[src/rtl/nn_pkg.sv]
// Shared definitions for the two-layer network datapath.
// Holds the Q8.8 score format, the class-count default and the small
// enumerations used by the output classifier. The M2/gSRAM path and
// the Sigmoid stage import the same package so all stages agree on
// the score format.
package nn_pkg;

   // Q8.8 signed fixed point: 8 integer bits, 8 fractional bits
   localparam int DATA_W    = 16;
   localparam int FRAC_W    = 8;

   // Default network shape
   localparam int N_CLASSES = 10;
   localparam int IDX_W     = 4;

   // Most negative representable score, used to seed the runner-up
   localparam logic signed [DATA_W-1:0] SCORE_MIN = 16'sh8000;

   typedef logic signed [DATA_W-1:0] score_t;
   typedef logic [IDX_W-1:0]         class_idx_t;

   // ACCUM collects a frame of scores, HOLD presents the result
   typedef enum logic {
      ACCUM = 1'b0,
      HOLD  = 1'b1
   } cls_state_t;

endpackage

[src/rtl/output_classifier_top2_tracker.sv]
// top2_tracker: combinational top-2 update for one incoming score.
// Given the running maximum, runner-up and winning index, plus the new
// score and its index, produces the updated trio. The first flag marks
// index 0, which restarts the trackers for a new frame.
//
// Ports:
//   cur_max, cur_second  running max / runner-up (signed)
//   cur_cls              index of the running max
//   new_score, new_idx   score being accepted and its class index
//   first                high when new_score is the first of a frame
//   nxt_max, nxt_second, nxt_cls   updated tracker values
module top2_tracker
   import nn_pkg::*;
#(
   parameter int DW = nn_pkg::DATA_W,
   parameter int IW = nn_pkg::IDX_W
) (
   input  logic signed [DW-1:0] cur_max,
   input  logic signed [DW-1:0] cur_second,
   input  logic [IW-1:0]        cur_cls,
   input  logic signed [DW-1:0] new_score,
   input  logic [IW-1:0]        new_idx,
   input  logic                 first,
   output logic signed [DW-1:0] nxt_max,
   output logic signed [DW-1:0] nxt_second,
   output logic [IW-1:0]        nxt_cls
);

   localparam logic signed [DW-1:0] SEED_MIN = {1'b1, {(DW-1){1'b0}}};

   // Strict greater-than on the max keeps the lowest index on ties;
   // an equal score still falls through to the runner-up compare, so
   // a tie produces a zero margin.
   always_comb begin
      nxt_max    = cur_max;
      nxt_second = cur_second;
      nxt_cls    = cur_cls;
      if (first) begin
         nxt_max    = new_score;
         nxt_second = SEED_MIN;
         nxt_cls    = '0;
      end else if (new_score > cur_max) begin
         nxt_second = cur_max;
         nxt_max    = new_score;
         nxt_cls    = new_idx;
      end else if (new_score > cur_second) begin
         nxt_second = new_score;
      end
   end

endmodule

[src/rtl/output_classifier.sv]
// output_classifier: picks the winning class of each frame of scores.
// Accepts N_CLASSES signed Q8.8 scores per frame over a valid/ready
// input, tracks the top two, and presents class index, max score and
// the max-minus-runner-up margin over a valid/ready output. The input
// stalls while a result is waiting to be taken.
//
// Ports:
//   clk, reset         clock, asynchronous active-high reset
//   clear              synchronous abort of partial frame / pending result
//   in_valid, in_ready, in_score       score input handshake
//   out_valid, out_ready               result output handshake
//   out_class, out_score, out_margin   result registers
module output_classifier
   import nn_pkg::*;
#(
   parameter int N_CLASSES = nn_pkg::N_CLASSES,
   parameter int DATA_W    = nn_pkg::DATA_W,
   parameter int IDX_W     = nn_pkg::IDX_W
) (
   input  logic                 clk,
   input  logic                 reset,
   input  logic                 clear,
   input  logic                 in_valid,
   output logic                 in_ready,
   input  logic [DATA_W-1:0]    in_score,
   output logic                 out_valid,
   input  logic                 out_ready,
   output logic [IDX_W-1:0]     out_class,
   output logic [DATA_W-1:0]    out_score,
   output logic [DATA_W-1:0]    out_margin
);

   localparam logic [IDX_W-1:0] LAST_IDX = IDX_W'(N_CLASSES - 1);

   cls_state_t                state;
   logic [IDX_W-1:0]          idx;
   logic signed [DATA_W-1:0]  max_r;
   logic signed [DATA_W-1:0]  second_r;
   logic [IDX_W-1:0]          cls_r;

   logic signed [DATA_W-1:0]  nxt_max;
   logic signed [DATA_W-1:0]  nxt_second;
   logic [IDX_W-1:0]          nxt_cls;
   logic [DATA_W-1:0]         margin;
   logic                      accept;

   // Handshake flags come straight from the state register, so in_ready
   // never depends on in_valid.
   assign in_ready  = (state == ACCUM);
   assign out_valid = (state == HOLD);
   assign accept    = in_valid && in_ready;

   top2_tracker #(
      .DW (DATA_W),
      .IW (IDX_W)
   ) u_tracker (
      .cur_max    (max_r),
      .cur_second (second_r),
      .cur_cls    (cls_r),
      .new_score  ($signed(in_score)),
      .new_idx    (idx),
      .first      (idx == '0),
      .nxt_max    (nxt_max),
      .nxt_second (nxt_second),
      .nxt_cls    (nxt_cls)
   );

   // The true margin lies in 0..2^DATA_W-1, so the modular DATA_W-bit
   // difference equals the low bits of the exact wide subtraction.
   // With a single class the runner-up is still the seed minimum, which
   // yields max + 2^(DATA_W-1) without a special case.
   assign margin = nxt_max - nxt_second;

   // Frame sequencing: trackers update on every accepted score, results
   // load on the last one, and clear overrides any same-cycle handshake
   // while leaving the result registers untouched.
   always_ff @(posedge clk or posedge reset) begin
      if (reset) begin
         state      <= ACCUM;
         idx        <= '0;
         max_r      <= '0;
         second_r   <= '0;
         cls_r      <= '0;
         out_class  <= '0;
         out_score  <= '0;
         out_margin <= '0;
      end else if (clear) begin
         state <= ACCUM;
         idx   <= '0;
      end else begin
         case (state)
            ACCUM: begin
               if (accept) begin
                  max_r    <= nxt_max;
                  second_r <= nxt_second;
                  cls_r    <= nxt_cls;
                  if (idx == LAST_IDX) begin
                     state      <= HOLD;
                     idx        <= '0;
                     out_class  <= nxt_cls;
                     out_score  <= nxt_max;
                     out_margin <= margin;
                  end else begin
                     idx <= idx + 1'b1;
                  end
               end
            end
            HOLD: begin
               if (out_ready) begin
                  state <= ACCUM;
               end
            end
            default: begin
               state <= ACCUM;
            end
         endcase
      end
   end

endmodule
[config.mk]
export PLATFORM = sky130hd
export DESIGN_NAME = output_classifier
export DESIGN_NICKNAME = d
export VERILOG_FILES = /design/src/rtl/nn_pkg.sv /design/src/rtl/output_classifier_top2_tracker.sv /design/src/rtl/output_classifier.sv
export SDC_FILE = /design/constraint.sdc
export NUM_CORES = 1
export LEC_CHECK = 0
export CORE_AREA = 2 2 128 130
export DETAILED_ROUTE_END_ITERATION = 8
export DIE_AREA = 0 0 130 132
export PLACE_DENSITY_LB_ADDON = 0.05
export SLEW_MARGIN = 10
export SYNTH_ARGS = -nofsm -noshare
export SYNTH_HDL_FRONTEND = slang
export SYNTH_HIERARCHICAL = 1
export SYNTH_SLANG_ARGS = --single-unit
[constraint.sdc]
create_clock -name clk -period 5.9 [get_ports clk]
set_input_delay 1.77 -clock clk [delete_from_list [all_inputs] [get_ports clk]]
set_output_delay 1.77 -clock clk [all_outputs]
set_load 0.05 [all_outputs]
==> metrics, run 1 <==
top cells by area, synth dfrtp_1 (36%), ha_1 (12%), mux2_2 (9.0%); Ports 59; drt total wl roughly 15 mm; P_leak around 3.4 nW; pin slew with the least headroom to its limit around 900 ps; GP Congestion about 0.84; clk root buf clkbuf_16; # rows 46; global route overflow 0; Setup crit start kind primary input; sum of negative setup slack 0 ps; Chip Width ~130 microns; post-synth cell types 56; Area Overhead vs Synth 32.4%; max cap viols 0; most frequent cells in the layout nand2_1 (91), buf_4 (88), dfrtp_1 (77); initial antenna violation count 0; Clock Latency Late Sink 340 ps; die area about 17000 sq um; clock transition at the registers of the reported paths 60 ps; Yosys top cell area share 0.358; post-DP HPWL 11.5 mm; Ant. Diodes 0; GR Util All Layers 0.184; NumNets Final 786; DRC violations left 0; # fillers 1559; chip height between 100 and 150 microns; 1st-pass router iterations 4; Max-slew headroom 0.399; Final Hold Fails 0; dpl ws -198 ps; crit path DAT between 5000 and 6000 ps; vias in the first global route around 4700; run status complete, no violations; Via-to-Cell Ratio about 4.9; Synth Net Count 650; crit path max fanout 6; vias 4573; CTS Buffer Depth 2; wire length per cell approximately 16 microns; warnings from Yosys 6; Final min period about 5700 ps; CORE AREA around 16000 sq um; hold buffer count at CTS 0; final setup violation count 0; total CTS buffers 9; post-route setup slack around 210 ps; Initial Utilization 0.343; Final Slew Violations 0; register area share after synthesis 0.358; dominant cell type by area after synthesis dfrtp_1; commonest non-fill, non-tap cell in the layout nand2_1; H-tree Lvls 3; Area after DPL between 6000 and 7000 sq um; crit share post-route 0.964; mean post-synth cell area 9.32 sq um; critical path class in2reg; HP Class reg2reg; post-route ant nets 0; critical-path cell list clkdlybuf4s50_1 > buf_4 > ha_1 > nand2_2 > nor4_1 > a311oi_1 > and3_1 > mux2_4 > nand2_8 > mux2_2 > inv_1 > ha_2 > fa_2 > nor2b_1 > o31a_1 > or3_1 > a31oi_1 > xor2_1 > o21ai_1; Port Buffers 58; number of synthesized flops with an enable pin 0; Final Non-Filler Cells slightly above 900; layout cells sized above 1 0.252; Peak Freq between 0.15 and 0.2 GHz; clk sink count 77; Final Instance Area 7130 sq um; initial detailed-routing violation count 224; Placed Cells ~900; crit-path max cell delay 440 ps; Worst Hold Slack 472 ps; WP data required 6110 ps; slowest cell on the critical path clkdlybuf4s50_1; Cell Pwr Density 343 nW/um^2; Worst Setup End Kind flip-flop; largest net degree at the start of global routing 42; Top FF cell, synth dfrtp_1; Gate Count Post-Synth between 500 and 600; Synth async-reset ratio 1.00; Synth Register Bits 77; clk_skew 8.75 ps; VDD IR max between 100 and 150 uV; first-pass GRT wire length about 25 mm; CTS tree yes; mapped cell area around 5400 sq um
==> path summary, 6_finish.rpt <==
path	start	slack (ps)	cells after the start	to
min reg2reg	out_score[5]$_DFFE_PP0P_	470	2	out_score[5]$_DFFE_PP0P_
max reg2reg	second_r[11]$_DFFE_PP0P_	1730	19	out_margin[14]$_DFFE_PP0P_
min in group asynchronous	reset	1930	2	out_margin[12]$_DFFE_PP0P_
max	in_score[11]	210	19	out_margin[8]$_DFFE_PP0P_
max in group asynchronous	reset	2920	3	second_r[12]$_DFFE_PP0P_
min	out_score[5]$_DFFE_PP0P_	470	2	out_score[5]$_DFFE_PP0P_
==> kinds of logic after synthesis <==
kind of cell	share of synthesized area
flip-flops	0.358
adder cells (fa/ha/maj)	0.120
AO/OA/AOI/OAI	0.147
XOR/XNOR	0.0195
multiplexers	0.160
buffers and inverters	0.0685
AND/OR/NAND/NOR	0.128
==> power by group <==
group	internal, mW	leakage (nW)	total, mW	switching [mW]
Clock	0.299	0.129	0.537	0.237
Combinational	0.622	2.22	1.25	0.627
Sequential	0.595	1.02	0.658	0.0632
Total	1.52	3.36	2.44	0.928
==> state kept, by name, summed over array words and instances, names as in the netlist <==
register,cells
max_r,16
out_margin,16
out_score,16
second_r,16
cls_r,4
idx,4
out_class,4
out_valid,1
==> layout make-up <==
class                           count  area [sq um]  area share
Multi-Input combinational cell    420          3140       0.439
Sequential cell                    77          1930       0.270
Timing Repair Buffer              150          1310       0.184
Tap cell                          216           270      0.0379
Clock buffer                       12           246      0.0345
Inverter                           56           210      0.0295
Clock inverter                      4          32.5     0.00456
==> critical path: cells and delay by family <==
family	cells	cell delay, ps
AO/OA/AOI/OAI	4	670
XOR/XNOR	1	180
adder cells (fa/ha/maj)	3	720
buffers and inverters	3	690
multiplexers	2	720
AND/OR/NAND/NOR	6	1140
==> synth_stat cells, types with 2 or more instances <==
cell type   n
a21o_1      8
xnor2_1     6
clkbuf_1    9
o211ai_1    2
buf_2       8
nand2_1    92
a21oi_1    43
buf_6       5
nor3b_1     3
dfrtp_1    77
o21ai_1     9
o21a_1      4
nand2_2     3
nor2_1     25
a211oi_1    4
xor2_1      6
o41a_1      2
mux2_4     11
mux2i_1    21
o21ai_0    38
ha_1       50
nor2b_1     3
mux2_2     43
a31oi_1     5
nor4_1      3
inv_1      56
nand3_1     3
nand4_1     7
nand2b_1    3
nor3_1      3
==> timing repair <==
item / 4_1_cts / 5_1_grt
resized for setup: 0 / 8
setup endpoints to repair: 0 / 5
setup buffers: 0 / 2
==> through the flow <==
stage | util | power [mW]
after floorplan | - | 1.43
after global placement | 0.433 | 1.89
after detailed placement | 0.433 | 1.89
after CTS | 0.450 | 2.45
after global routing | 0.454 | 2.63
final | 0.454 | 2.44
==> metal layers <==
metal  share of wire  up-vias  wire, microns  global-route usage
met1            0.48     2193           7200               0.247
met5               0        -              0                   0
met4           0.016        0            244              0.0657
li1                -     2285              -                   -
met3           0.023       16            348              0.0268
met2            0.48       79           7240               0.300
Note: power is estimated with default switching activity, not from simulation.
==> run 2: changes to the inputs <==
ABC_CLOCK_PERIOD_IN_PS = 5900   (was unset)
==> results of run 2 <==
Same layout as run 1: the final DEF is identical, and so are final timing and power.
